<file path="config.mk">
export PLATFORM = sky130hd
export DESIGN_NAME = mul_div_sequencer_flat
export DESIGN_NICKNAME = d
export VERILOG_FILES = /design/src/rtl/mul_div_sequencer_if.sv /design/src/rtl/mul_div_sequencer.sv /design/src/flat_wrapper.sv
export SDC_FILE = /design/constraint.sdc
export NUM_CORES = 1
export LEC_CHECK = 0
export CAP_MARGIN = 25
export CELL_PAD_IN_SITES_DETAIL_PLACEMENT = 1
export CELL_PAD_IN_SITES_GLOBAL_PLACEMENT = 1
export CORE_ASPECT_RATIO = 0.5
export CORE_MARGIN = 5
export CORE_UTILIZATION = 48
export CTS_CLUSTER_DIAMETER = 120
export CTS_CLUSTER_SIZE = 20
export DETAILED_ROUTE_END_ITERATION = 7
export PLACE_DENSITY_LB_ADDON = 0.12
export SYNTH_ARGS = -nofsm -noshare
export SYNTH_HDL_FRONTEND = slang
export SYNTH_SLANG_ARGS = --single-unit
</file>
<file path="constraint.sdc">
create_clock -name CLK -period 9 [get_ports CLK]
set_input_delay 1.35 -clock CLK [delete_from_list [all_inputs] [get_ports CLK]]
set_output_delay 1.35 -clock CLK [all_outputs]
set_load 0.01 [all_outputs]
</file>
<file path="src/rtl/mul_div_sequencer_if.sv">
// Handshake and result bundle between the EX stage and the mul/div engine.
// The pipeline side drives the request and reads back result and stall.
interface mul_div_sequencer_if #(
    parameter int XLEN = 32
);
    logic            start;
    logic            flush;
    logic [2:0]      func3;
    logic [XLEN-1:0] operand_a;
    logic [XLEN-1:0] operand_b;
    logic [XLEN-1:0] result;
    logic            result_valid;
    logic            busy;
    logic            stall;

    modport master (
        output start, flush, func3, operand_a, operand_b,
        input  result, result_valid, busy, stall
    );

    modport slave (
        input  start, flush, func3, operand_a, operand_b,
        output result, result_valid, busy, stall
    );
endinterface

</file>
<file path="src/rtl/mul_div_sequencer.sv">
// Multi-cycle RV32M multiply/divide engine for the EX stage.
// Signed operations run on magnitudes; the sign is restored in FIX.
//
// state | meaning
// IDLE  | waiting for start; latches operands on an accepted start
// CALC  | one shift-add / restoring-divide step per cycle, XLEN steps
// FIX   | sign correction and half / quotient / remainder select
// DONE  | result_valid pulse, then back to IDLE
module mul_div_sequencer #(
    parameter int XLEN = 32
) (
    input logic             CLK,
    input logic             RESET,
    mul_div_sequencer_if.slave bus
);
    localparam int CNT_W = $clog2(XLEN);

    typedef enum logic [1:0] {IDLE, CALC, FIX, DONE} state_t;

    state_t            state;
    state_t            state_nxt;
    logic              busy_q;
    logic [2:0]        func3_q;
    logic              sign_a_q;
    logic              sign_b_q;
    logic [XLEN-1:0]   hi_q;
    logic [XLEN-1:0]   lo_q;
    logic [XLEN-1:0]   mag_b_q;
    logic [XLEN-1:0]   result_q;
    logic [CNT_W-1:0]  count_q;

    logic              is_div;
    logic              a_signed;
    logic              b_signed;
    logic              sign_a;
    logic              sign_b;
    logic [XLEN-1:0]   mag_a;
    logic [XLEN-1:0]   mag_b;
    logic              div_zero;
    logic              div_ovf;
    logic              fast;
    logic [XLEN-1:0]   fast_result;
    logic              accept;

    logic [XLEN:0]     mul_sum;
    logic [XLEN:0]     div_shift;
    logic [XLEN:0]     div_diff;
    logic [2*XLEN-1:0] prod_fix;
    logic [XLEN-1:0]   quo_fix;
    logic [XLEN-1:0]   rem_fix;
    logic [XLEN-1:0]   fix_result;

    assign accept = bus.start && (state == IDLE) && !bus.flush;

    // Operand decode: signedness, magnitudes and the two divide fast paths.
    always_comb begin
        is_div      = bus.func3[2];
        a_signed    = (bus.func3 != 3'b011) && (bus.func3 != 3'b101) && (bus.func3 != 3'b111);
        b_signed    = a_signed && (bus.func3 != 3'b010);
        sign_a      = a_signed && bus.operand_a[XLEN-1];
        sign_b      = b_signed && bus.operand_b[XLEN-1];
        mag_a       = sign_a ? ({XLEN{1'b0}} - bus.operand_a) : bus.operand_a;
        mag_b       = sign_b ? ({XLEN{1'b0}} - bus.operand_b) : bus.operand_b;
        div_zero    = is_div && (bus.operand_b == '0);
        div_ovf     = is_div && !bus.func3[0]
                      && (bus.operand_a == {1'b1, {(XLEN-1){1'b0}}})
                      && (bus.operand_b == '1);
        fast        = div_zero || div_ovf;
        // Overflow DIV returns the dividend itself; REM of either case follows func3[1].
        fast_result = div_zero ? (bus.func3[1] ? bus.operand_a : '1)
                               : (bus.func3[1] ? '0 : bus.operand_a);
    end

    // Iteration step and final sign fix-up, both derived from hi_q/lo_q.
    always_comb begin
        mul_sum   = {1'b0, hi_q} + (lo_q[0] ? {1'b0, mag_b_q} : '0);
        div_shift = {hi_q, lo_q[XLEN-1]};
        // The remainder stays below the divisor, so bit XLEN of this
        // difference is set exactly when the trial subtract borrows.
        div_diff  = div_shift - {1'b0, mag_b_q};
        prod_fix  = (sign_a_q ^ sign_b_q) ? ({(2*XLEN){1'b0}} - {hi_q, lo_q}) : {hi_q, lo_q};
        quo_fix   = (sign_a_q ^ sign_b_q) ? ({XLEN{1'b0}} - lo_q) : lo_q;
        rem_fix   = sign_a_q ? ({XLEN{1'b0}} - hi_q) : hi_q;
        case (func3_q)
            3'b000:                 fix_result = prod_fix[XLEN-1:0];
            3'b001, 3'b010, 3'b011: fix_result = prod_fix[2*XLEN-1:XLEN];
            3'b100, 3'b101:         fix_result = quo_fix;
            default:                fix_result = rem_fix;
        endcase
    end

    // Next-state logic; flush always wins and returns to IDLE.
    always_comb begin
        state_nxt = state;
        case (state)
            IDLE:    if (accept) state_nxt = fast ? DONE : CALC;
            CALC:    if (count_q == '0) state_nxt = FIX;
            FIX:     state_nxt = DONE;
            DONE:    state_nxt = IDLE;
            default: state_nxt = IDLE;
        endcase
        if (bus.flush) state_nxt = IDLE;
    end

    // State register with registered busy flag.
    always_ff @(posedge CLK or posedge RESET) begin
        if (RESET) begin
            state  <= IDLE;
            busy_q <= 1'b0;
        end else begin
            state  <= state_nxt;
            busy_q <= (state_nxt == CALC) || (state_nxt == FIX);
        end
    end

    // Datapath: operand latch, iteration, and result update.
    always_ff @(posedge CLK or posedge RESET) begin
        if (RESET) begin
            func3_q  <= '0;
            sign_a_q <= 1'b0;
            sign_b_q <= 1'b0;
            hi_q     <= '0;
            lo_q     <= '0;
            mag_b_q  <= '0;
            count_q  <= '0;
            result_q <= '0;
        end else begin
            case (state)
                IDLE: begin
                    if (accept) begin
                        func3_q  <= bus.func3;
                        sign_a_q <= sign_a;
                        sign_b_q <= sign_b;
                        hi_q     <= '0;
                        lo_q     <= mag_a;
                        mag_b_q  <= mag_b;
                        count_q  <= CNT_W'(XLEN - 1);
                        if (fast) result_q <= fast_result;
                    end
                end
                CALC: begin
                    if (!bus.flush) begin
                        if (func3_q[2]) begin
                            hi_q <= div_diff[XLEN] ? div_shift[XLEN-1:0] : div_diff[XLEN-1:0];
                            lo_q <= {lo_q[XLEN-2:0], ~div_diff[XLEN]};
                        end else begin
                            hi_q <= mul_sum[XLEN:1];
                            lo_q <= {mul_sum[0], lo_q[XLEN-1:1]};
                        end
                        count_q <= count_q - CNT_W'(1);
                    end
                end
                FIX: begin
                    if (!bus.flush) result_q <= fix_result;
                end
                default: ;
            endcase
        end
    end

    assign bus.result       = result_q;
    assign bus.result_valid = (state == DONE);
    assign bus.busy         = busy_q;
    assign bus.stall        = accept || busy_q;
endmodule
</file>
<file path="src/flat_wrapper.sv">
// flat-port wrapper written by rule: the top's interface ports become plain ports
module mul_div_sequencer_flat 
#(
    parameter int XLEN = 32
)
  (CLK, RESET, bus_start, bus_flush, bus_func3, bus_operand_a, bus_operand_b, bus_result, bus_result_valid, bus_busy, bus_stall);
  mul_div_sequencer_if #(.XLEN(XLEN)) bus_i ();
  input logic CLK;
  input logic RESET;
  input wire logic [$bits(bus_i.start)-1:0] bus_start;
  input wire logic [$bits(bus_i.flush)-1:0] bus_flush;
  input wire logic [$bits(bus_i.func3)-1:0] bus_func3;
  input wire logic [$bits(bus_i.operand_a)-1:0] bus_operand_a;
  input wire logic [$bits(bus_i.operand_b)-1:0] bus_operand_b;
  output wire logic [$bits(bus_i.result)-1:0] bus_result;
  output wire logic [$bits(bus_i.result_valid)-1:0] bus_result_valid;
  output wire logic [$bits(bus_i.busy)-1:0] bus_busy;
  output wire logic [$bits(bus_i.stall)-1:0] bus_stall;
  assign bus_i.start = bus_start;
  assign bus_i.flush = bus_flush;
  assign bus_i.func3 = bus_func3;
  assign bus_i.operand_a = bus_operand_a;
  assign bus_i.operand_b = bus_operand_b;
  assign bus_result = bus_i.result;
  assign bus_result_valid = bus_i.result_valid;
  assign bus_busy = bus_i.busy;
  assign bus_stall = bus_i.stall;
  mul_div_sequencer #(.XLEN(XLEN)) u_core (.CLK(CLK), .RESET(RESET), .bus(bus_i));
endmodule
</file>
; ---- Word-level counts from Yosys, hierarchy flattened
; Index checks and enable logic that the tools add are counted.
[word_totals]
reg_bits = 141
input_bits = 71
elab_cells = 98
out_inout_bits = 35
[op_classes]
bitwise = 2
muxes = 31
n_reduce_logical = 27
n_addsub = 8
n_eq_ne = 20
[op_table]
columns = cell, count
row1 = 32-bit two-way mux, 18
row2 = 32-bit case mux with 2 select lines, 3
row3 = 1-bit by 32-bit subtractor with 32-bit output (first input constant), 4
row4 = 32-bit case mux with 3 select lines, 1
row5 = 32-bit equality test (second input constant), 2
row6 = 64-bit two-way mux, 1
row7 = 1-bit by 64-bit subtractor with 64-bit output (first input constant), 1
row8 = 32-bit by 33-bit adder with 33-bit output, 1
row9 = 33-bit by 32-bit subtractor with 33-bit output, 1
row10 = 32-bit logical NOT, 1
row11 = 1-bit logical AND, 11
row12 = 5-bit two-way mux, 2
row13 = 5-bit case mux with 2 select lines, 1
row14 = 2-bit two-way mux, 4
row15 = 2-bit case mux with 4 select lines, 1
row16 = 2-bit equality test (second input constant), 3
row17 = 3-bit by 2-bit equality test with 1-bit output (second input constant), 2
row18 = 3-bit equality test (second input constant), 2
row19 = 3-bit by 2-bit != test with 1-bit output (second input constant), 2
row20 = 3-bit != test (second input constant), 2
row21 = 5-bit logical NOT, 1
row22 = 5-bit by 1-bit subtractor with 5-bit output (second input constant), 1
row23 = 2-bit by 1-bit equality test with 1-bit output (second input constant), 2
row24 = 2-bit by 1-bit != test with 1-bit output (second input constant), 2
row25 = 14 further kinds, 19

; ---- Depth between registers and ports, before layout
[logic_depth]
ltp_word = 11
mapped_depth = 14

; ---- Worst setup path after synthesis
; No wires, ideal clock.
[synth_timing]
kind = input port to flip-flop
from = in bus_operand_a[6]
to = reg u_core.result_q[26] (netlist: u_core.bus.result[26])
slack_ps = 4749
stages = 10
t_required_ps = 8874
setup_ps = 126
arrival_time_ps = 4125
path_cell_list = or4_4 -> nand2b_4 -> or4_4 -> nor3_4 -> nand2_1 -> o21a_1 -> or4_4 -> buf_6 -> buf_6 -> a221o_1
[synth_between]
elab_chain_cells = 6
[synth_rtl]
columns = element, line
row1 = start: declaration, flat_wrapper.sv:13  ; input wire logic [$bits(bus_i.operand_a)-1:0] bus_operand_a;
row2 = 32-bit equality test, mul_div_sequencer.sv:66  ; && (bus.operand_a == {1'b1, {(XLEN-1){1'b0}}})
row3 = 1-bit logical AND, mul_div_sequencer.sv:66
row4 = 1-bit logical AND, mul_div_sequencer.sv:67  ; && (bus.operand_b == '1);
row5 = 1-bit logical OR, mul_div_sequencer.sv:68  ; fast = div_zero || div_ovf;
row6 = 2-bit by 1-bit != test with 1-bit output (no source line), -
row7 = 4-bit AND reduction (no source line), -
row8 = end signal: assignment, mul_div_sequencer.sv:138  ; if (fast) result_q <= fast_result;
row9 = end signal: assignment, mul_div_sequencer.sv:154  ; if (!bus.flush) result_q <= fix_result;
row10 = end: declaration, mul_div_sequencer.sv:29  ; logic [XLEN-1:0] result_q;
; No other way between the ends.
; A chain may end at the register's enable or synchronous reset.

; ---- Final worst setup path
[layout_timing]
from = in bus_operand_b[26]
to = reg u_core.result_q[26] (netlist: u_core.bus.result[26])
[layout_between]
elab_chain_cells = 6
elab_cells_between_ends = 11
cone_classes = eq/ne: 2 / mux: 4 / reduce/logical: 5
[layout_rtl]
columns = element, line
row1 = start: declaration, flat_wrapper.sv:14  ; input wire logic [$bits(bus_i.operand_b)-1:0] bus_operand_b;
row2 = 32-bit logical NOT, mul_div_sequencer.sv:64  ; div_zero = is_div && (bus.operand_b == '0);
row3 = 1-bit logical AND, mul_div_sequencer.sv:64
row4 = 32-bit two-way mux, mul_div_sequencer.sv:70  ; fast_result = div_zero ? (bus.func3[1] ? bus.operand_a : '1)
row5 = 32-bit two-way mux, mul_div_sequencer.sv:138
row6 = 32-bit two-way mux, mul_div_sequencer.sv:130  ; if (accept) begin
row7 = 32-bit case mux with 2 select lines, mul_div_sequencer.sv:128  ; case (state)
; Parallel ways exist; a longest one is shown, timed or not. The select of a mux whose other input is x is not followed.

==> results.py <==
metrics = {
    "run_status": {
        "status": "finished, final reports clean",
    },
    "synth": {
        "synth_cell_types": 70,
        "ys_seq_area_share_pct": 24.3,
        "synth.area.top_cells": "dfrtp_1, o21ai_0, nand2_1",
        "ys.warnings.count": 0,
        "yosysMostFrequentCell": "nand2_1",
        "synth_fp_nets": 2104,
        "synth_top_area_cell": "dfrtp_1",
        "yosys.area.top_type_share_pct": 24.3,
        "ys_async_sr_fraction_pct": 100,
        "netlist_area_sq_mm": 0.0145,
        "synth_top_flop_cell": "dfrtp_1",
        "synth_top_cells_by_count": "nand2_1, o21ai_0, nor2_1",
        "ys_ff_latch": 141,
        "syn_avg_cell_area_sq_um": 7.39,
        "synth_edf_count": 0,
        "syn_inst": 1961,
    },
    "sta": {
        "slew_headroom_pct": 34.5,
        "maxSlewViolCount": 0,
        "hold_violations": 0,
        "setup_tns_ns": 0,
        "setup_viol": 0,
        "fmax_ghz": 0.202,
        "rsz0062_at_grt": "false",
        "tightest_slew_ns": 0.958,
        "finalCritPeriodShare_pct": 54.9,
        "period_needed_ns": 4.94,
        "hold_slack_ns": 0.484,
        "skew_ns": 0.0144,
    },
    "drt": {
        "top_layer": "met5",
        "wl_met3_mm": 4.23,
        "postRouteAntennaNets": 0,
        "met2_length_mm": 24.8,
        "drt_iter0_drc": 1449,
        "firstDrtPassIters": 8,
        "route.detailed.drc": 0,
        "wl_met1_mm": 26.1,
        "wire_per_inst_um": 24.0,
        "vias": 15600,
        "drt_wl_total_mm": 57.3,
        "vias_per_cell": 6.54,
    },
    "critical_path": {
        "slowest_delay_ns": 0.79,
        "crit_required_ns": 9.39,
        "cp.arrival_ns": 5.34,
        "critPathTopFamily": "simple AND/OR/NAND/NOR gates",
        "critPathBufInv": 2,
        "path_class": "in -> reg",
        "critical-path-slowest-cell": "or4_4",
        "cp_max_fo": 65,
        "ff2ff_setup_slack_ns": 4.43,
        "worstPathCellList": "clkdlybuf4s50_1 > nor4_1 > or4b_2 > nor4_2 > buf_4 > nor3_1 > o21a_1 > or4_4 > nor2_1 > a221o_1",
        "start_kind": "input pin",
        "critPathCaptureType": "flip-flop",
    },
    "power_and_ir_drop": {
        "p_clk_share_pct": 15.2,
        "pwr-share-comb_pct": 60.6,
        "total_leakage_power_nw": 6.73,
        "power.total_mw": 5.10,
        "switching_power_mw": 2.64,
        "irDropWorstVdd_uv": 185,
        "p_per_area_mw_per_mm2": 311,
        "p_seq_share_pct": 24.2,
        "swShare_pct": 51.7,
        "p_int_mw": 2.46,
    },
    "clocking": {
        "cts_hold_buf": 0,
        "cts_resized": 0,
        "cts.path.max_buffers": 2,
        "clkSinkCount": 141,
        "cts_tree": "yes",
        "clk_latency_ns": 0.46,
        "ctsHtreeMaxLevel": 4,
        "cts.clk_slew.worst_paths_ns": 0.06,
        "post-cts-setup-buffers": 0,
        "root_buffer": "clkbuf_16",
        "cts_made_buffers": 17,
    },
    "finish": {
        "drive_above_1_share_pct": 4.18,
        "antenna_cells": 0,
        "final_nets": 2116,
        "area_growth_pct": 13.2,
        "fillCellCount": 3793,
    },
    "global_routing": {
        "grt_start_max_net_pins": 84,
        "grt_pass1_vias": 15400,
        "antenna_found_initial": 2,
        "grt_first_pass_wirelength_mm": 89.8,
        "grtUsageTotal_pct": 32.9,
        "grt_remaining_overflow": 0,
    },
    "place": {
        "dp_hpwl_mm": 42.4,
        "port_buffers": 105,
        "gp_congestion": 0.947,
    },
    "hold_path": {
        "hold_path.class": "reg -> reg",
    },
    "floorplan": {
        "core_sq_mm": 0.0301,
        "die_h_um": 133,
        "start_util_pct": 48.2,
        "design.die.area_sq_mm": 0.0340,
        "ios": 106,
        "rows": 45,
        "die_w_um": 256,
    },
    "flow_run": {
        "max_cap_violations": 0,
    },
}
[worst paths after layout]
| check | endpoint | cells past startpoint | startpoint |
|---|---|---|---|
| hold reg to reg | u_core.mag_b_q[19] | 2 | u_core.mag_b_q[19] |
| max in group asynchronous | u_core.func3_q[2] | 3 | RESET |
| setup reg to reg | u_core.hi_q[26] | 12 | u_core.hi_q[0] |
| setup / recovery | u_core.bus.result[26] | 10 | bus_operand_b[26] |
| min in group asynchronous | u_core.bus.result[10] | 2 | RESET |
| hold / removal | u_core.mag_b_q[19] | 2 | u_core.mag_b_q[19] |
[area by class of cell]
cell class,count,area (sq um),share of cell area (%)
Sequential cell,141,3530,21.5
Tap cell,399,499,3.04
Multi-Input combinational cell,1617,10200,62.4
Inverter,66,253,1.54
Clock buffer,20,447,2.72
Clock inverter,12,161,0.983
Timing Repair Buffer,130,1280,7.78
[registers in the layout (all words and copies together) (netlist names)]
name and cells:
u_core.count_q 5, u_core.lo_q 32, u_core.bus.busy 1, u_core.bus.result 32, u_core.func3_q 3, u_core.sign_a_q 1
u_core.hi_q 32, u_core.mag_b_q 32, u_core.state 2, u_core.sign_b_q 1
[worst min-delay path, cell delays in order, from the launching register on]
cell and delay, ns:
dfrtp_1 0.34, nand2_1 0.05, o21ai_0 0.06
[layout by cell type (no fill, tap or decap), types with 30 or more instances in the layout]
cell type          n
nand2b_1          30
xnor2_1           91
mux2i_1           47
dfrtp_1          140
o21ai_0          209
o31ai_1           35
ha_1              70
nor3_1            52
nor2_1           170
a21o_1            30
xor2_1            81
a21oi_1          160
nand2_1          247
clkdlybuf4s50_1  105
inv_1             64
[per-layer routing]
metal	track usage [%]	up-vias
li1	-	7151
met1	46.3	7729
met2	50.8	592
met3	6.37	132
met4	11.5	2
met5	0	-
[power by group through the flow]
stage                     registers (mW)  logic (mW)  clock network (mW)
after floorplan                    0.988        2.26                   0
after global placement              1.21        2.93                   0
after detailed placement            1.22        3.00                   0
after CTS                           1.21        3.04               0.779
after global routing                1.25        3.38               0.810
final                               1.23        3.09               0.776
[through the flow]
stage	util, %	instance area (sq um)	instances	worst slack (ns)
detailed placement	52.5	15800	2351	3.66
finish	54.6	16400	2385	4.06
floorplan	-	14500	1961	3.87
CTS	54.5	16400	2383	4.10
global route	54.6	16400	2385	3.81
global placement	52.3	15700	2349	3.74
[kinds of logic after synthesis]
| kind of cell | synth area share (%) |
|---|---|
| mux | 3.32 |
| fa+ha+maj | 7.49 |
| compound gates | 27.7 |
| buf+inv | 5.39 |
| xor+xnor | 10.5 |
| flops | 24.3 |
| simple gates | 21.3 |
No activity file was read; power rests on OpenSTA's default activity.
